[src/rtl/maj_tree_pipe.sv]
// Pipelined MAJ3 reduction tree: 3^LEVELS masked operands reduced to one WIDTH-bit word
// through LEVELS valid/ready stages. Define MAJ_TREE_STATS_EN to add the out_count port.
module maj_tree_pipe #(
   parameter int LEVELS = 2,
   parameter int WIDTH  = 4,
   localparam int N     = 3 ** LEVELS
) (
   input  logic               clk,
   input  logic               rst,
   input  logic               in_valid,
   output logic               in_ready,
   input  logic [N*WIDTH-1:0] in_data,
   input  logic [N-1:0]       inv_mask,
   output logic               out_valid,
   input  logic               out_ready,
   output logic [WIDTH-1:0]   out_data
`ifdef MAJ_TREE_STATS_EN
   ,
   output logic [15:0]        out_count
`endif
);

   logic [N*WIDTH-1:0] maskedData;
   logic [LEVELS:1]    validVec;
   logic [LEVELS+1:1]  readyVec;

   for (genvar j = 0; j < N; j++) begin : mask
      assign maskedData[j*WIDTH +: WIDTH] = in_data[j*WIDTH +: WIDTH] ^ {WIDTH{inv_mask[j]}};
   end

   // A stage may load when it is empty or its successor is taking its current word.
   always_comb begin
      readyVec = '0;
      readyVec[LEVELS+1] = out_ready;
      for (int i = LEVELS; i >= 1; i--) begin
         readyVec[i] = !validVec[i] | readyVec[i+1];
      end
   end

   for (genvar s = 1; s <= LEVELS; s++) begin : stage
      localparam int NOUT = 3 ** (LEVELS - s);

      logic [3*NOUT*WIDTH-1:0] stIn;
      logic [NOUT*WIDTH-1:0]   stMaj;
      logic [NOUT*WIDTH-1:0]   stData;
      logic                    prevValid;
      logic                    vld;

      if (s == 1) begin : src
         assign stIn      = maskedData;
         assign prevValid = in_valid;
      end else begin : src
         assign stIn      = stage[s-1].stData;
         assign prevValid = validVec[s-1];
      end

      for (genvar k = 0; k < NOUT; k++) begin : grp
         logic [WIDTH-1:0] a, b, c;
         assign a = stIn[(3*k)*WIDTH   +: WIDTH];
         assign b = stIn[(3*k+1)*WIDTH +: WIDTH];
         assign c = stIn[(3*k+2)*WIDTH +: WIDTH];
         assign stMaj[k*WIDTH +: WIDTH] = (a & b) | (a & c) | (b & c);
      end

      // Loading a bubble simply clears the valid flag; a non-loading stage holds everything.
      always_ff @(posedge clk) begin
         if (rst) begin
            vld    <= 1'b0;
            stData <= '0;
         end else if (readyVec[s]) begin
            vld    <= prevValid;
            stData <= stMaj;
         end
      end

      assign validVec[s] = vld;
   end

   assign in_ready  = readyVec[1];
   assign out_valid = validVec[LEVELS];
   assign out_data  = stage[LEVELS].stData;

`ifdef MAJ_TREE_STATS_EN
   // Saturating count of output transfers.
   always_ff @(posedge clk) begin
      if (rst) begin
         out_count <= 16'h0000;
      end else if (out_valid && out_ready && (out_count != 16'hFFFF)) begin
         out_count <= out_count + 16'h0001;
      end
   end
`endif

endmodule
[config.mk]
export PLATFORM = sky130hd
export DESIGN_NAME = maj_tree_pipe
export DESIGN_NICKNAME = d
export VERILOG_FILES = /design/src/rtl/maj_tree_pipe.sv
export SDC_FILE = /design/constraint.sdc
export NUM_CORES = 1
export LEC_CHECK = 0
export ABC_AREA = 0
export BUFFER_PORTS_ARGS = -buffer_cell sky130_fd_sc_hd__buf_2
export CORE_MARGIN = 2
export CORE_UTILIZATION = 45
export CTS_CLUSTER_SIZE = 14
export DETAILED_ROUTE_END_ITERATION = 8
export PLACE_DENSITY = 0.79
export SLEW_MARGIN = 40
export SYNTH_ARGS = -nofsm -noshare
export SYNTH_HDL_FRONTEND = slang
export SYNTH_SLANG_ARGS = --single-unit
[constraint.sdc]
create_clock -name clk -period 3.3 [get_ports clk]
set_clock_uncertainty 0.2 [all_clocks]
set_input_delay 0.33 -clock clk [delete_from_list [all_inputs] [get_ports clk]]
set_output_delay 0.33 -clock clk [all_outputs]
set_load 0.05 [all_outputs]
==> reports/results.ini <==
[sta]
slew_violations = 0
worst_slack_ns = 1.31
setup_viol = 0
hold_violations = 0
rsz0062_at_grt = no
finalCritPeriodShare_pct = 60.2
relSlewSlack_pct = 65.5
max_freq_ghz = 0.504
tightest_slew_ns = 0.514
fin_setup_tns_ns = 0
min_period_ns = 1.99

[critical_path]
start_kind = flip-flop
cp_cell_sequence = nand3b_2, buf_2
r2r_setup_slack_ns = 1.85
critPathMaxStageDelay_ns = 0.41
cpMaxStageDelayCell = nand3b_2
crit_arrival_ns = 1.46
setup.worst_path.class = reg -> out
worst_ep_required_time_ns = 2.77
critPathMaxFanout = 26
end_kind = output pin

[flow_run]
max_cap_violations = 0

[die]
die_h_um = 52.8
pin_count = 55
die-area_um2 = 2790
die_x_um = 52.8
core-area_um2 = 2230
rows = 17
start_util_pct = 48.1

[synth]
yosysSeqAreaShare_pct = 33.6
synth.distinct_cells = 13
synth_cells = 129
syn_nets = 178
ys_seq_elements = 18
synth_area_um2 = 1070
synth.avg_cell_area_um2 = 8.32
ys_warn_count = 0

[grt]
track_usage_pct = 18.5
grt_pass1_vias = 955
grt_first_pass_wirelength_mm = 3.84
grt_antenna_before_repair = 0
grt_max_degree = 27
overflow = 0

[cts]
cts.sinks = 18
cts.clk_slew.worst_paths_ns = 0.10
root_buffer = clkbuf_4
clock_latency_ns = 0.29
cts_tree = built
htree_levels = 1
cts_buffers = 3
cts_resized = 0
cts_setup_buffers = 0
hold_buffers = 0
clk_path_buf_depth = 2

[min_path]
hold_class = in -> reg

[power]
power.share.clock_pct = 25.1
p_int_uw = 371
pwr_density_cell_nw_per_um2 = 383
p_sw_share_pct = 30.5
ir_drop_uv = 216
seq_power_share_pct = 48.0
p_sw_uw = 163
leakagePower_nw = 0.679
combinationalPowerShare_pct = 27.0
power.total_uw = 533

[drt]
vias = 1085
via_per_inst = 5.17
post_drt_wl_per_cell_um = 11.5
ant_nets = 0
drc = 0
dr.pass1.iters = 4
dr.first_iter.drc_count = 13
drt_wl_total_mm = 2.42

[final_layout]
area_growth_pct = 29.7
final_common_cell = buf_2
fin_cells = 210
final_cell_mix = buf_2, xor2_1, dfxtp_1
fin_util_pct = 62.4
nFillCells = 208
diodes = 0
layout.nets = 232
drive_gt1_share_pct = 32.4

[run_status]
status = complete, no violations

[place]
placed_cells = 206
portBuffers = 54
dp_hpwl_mm = 1.96
routabilityCongestion = 0.764
dp_slack_ns = 1.45

## power by group through the flow
stage               sequential (mW)  combinational, mW  clock (mW)
global placement              0.259              0.138           0
CTS                           0.256              0.145       0.135
global route                  0.259              0.159       0.144
finish                        0.256              0.144       0.134
floorplan                     0.275             0.0716           0
detailed placement            0.260              0.145           0
## per-layer routing
metal  global-route usage [%]  vias to the layer above  part of all wire [%]  routed length [um]
li1                         -                      554                     -                   -
met1                     19.5                      495                    41                 986
met2                     36.3                       34                    53                1280
met3                     2.57                        2                   5.5                 133
met4                     6.41                        0                  0.91                  22
met5                        0                        -                     0                   0
## registers in the layout, indices dropped and copies added, names as in the netlist
name and flops:
stage.vld 1, stage.stData 12, out_data 4, out_valid 1
## worst paths after layout
| check | startpoint | end | depth (start not counted) |
|---|---|---|---|
| setup / recovery | out_valid | in_ready | 2 |
| hold / removal | in_valid | stage[1].vld | 3 |
| setup reg to reg | out_valid | stage[1].stData[1] | 2 |
| hold reg to reg | stage[1].vld | out_valid | 2 |
## stage by stage
step	area, um2	hold slack (ns)
floorplan	1070	0.238
global placement	1360	0.248
detailed placement	1360	0.282
CTS	1390	0.0652
global route	1390	0.0675
finish	1390	0.0665
## worst max-delay path, delay by kind of cell, from the launching register on
family | cells | cell delay [ns]
and+or+nand+nor | 1 | 0.41
DFF | 1 | 0.38
buffers and inverters | 1 | 0.38
## synth_stat cells
library cell   n  share of area (%)
xor2_1        36                 29
dfxtp_1       18                 34
a311oi_1      16                 13
nand2_1       16                5.6
nor2_1        16                5.6
o21ai_1       12                5.6
o21ai_0        4                1.9
buf_2          3                1.4
a21oi_1        2               0.93
clkbuf_1       2               0.70
inv_1          2               0.70
nand2b_1       1               0.58
nand3b_2       1                1.0
## cells by family (layout without fill, tap and decap cells)
| family | Yosys count | in the layout | synth area share, % |
|---|---|---|---|
| buffers and inverters | 7 | 60 | 2.80 |
| AO/OA/AOI/OAI | 34 | 34 | 21.4 |
| XOR/XNOR | 36 | 36 | 29.4 |
| flip-flops | 18 | 18 | 33.6 |
| AND/OR/NAND/NOR | 34 | 34 | 12.8 |
## cell type report
type                       count  area, um2  share of cell area (%)
multi-input combinational    104        683                    49.1
sequential                    18        360                    25.9
timing repair buffer          54        270                    19.4
clock buffer                   4       36.3                    2.61
tap                           28       35.0                    2.52
inverter                       2       7.51                   0.539
No activity file was read; power rests on OpenSTA's default activity.
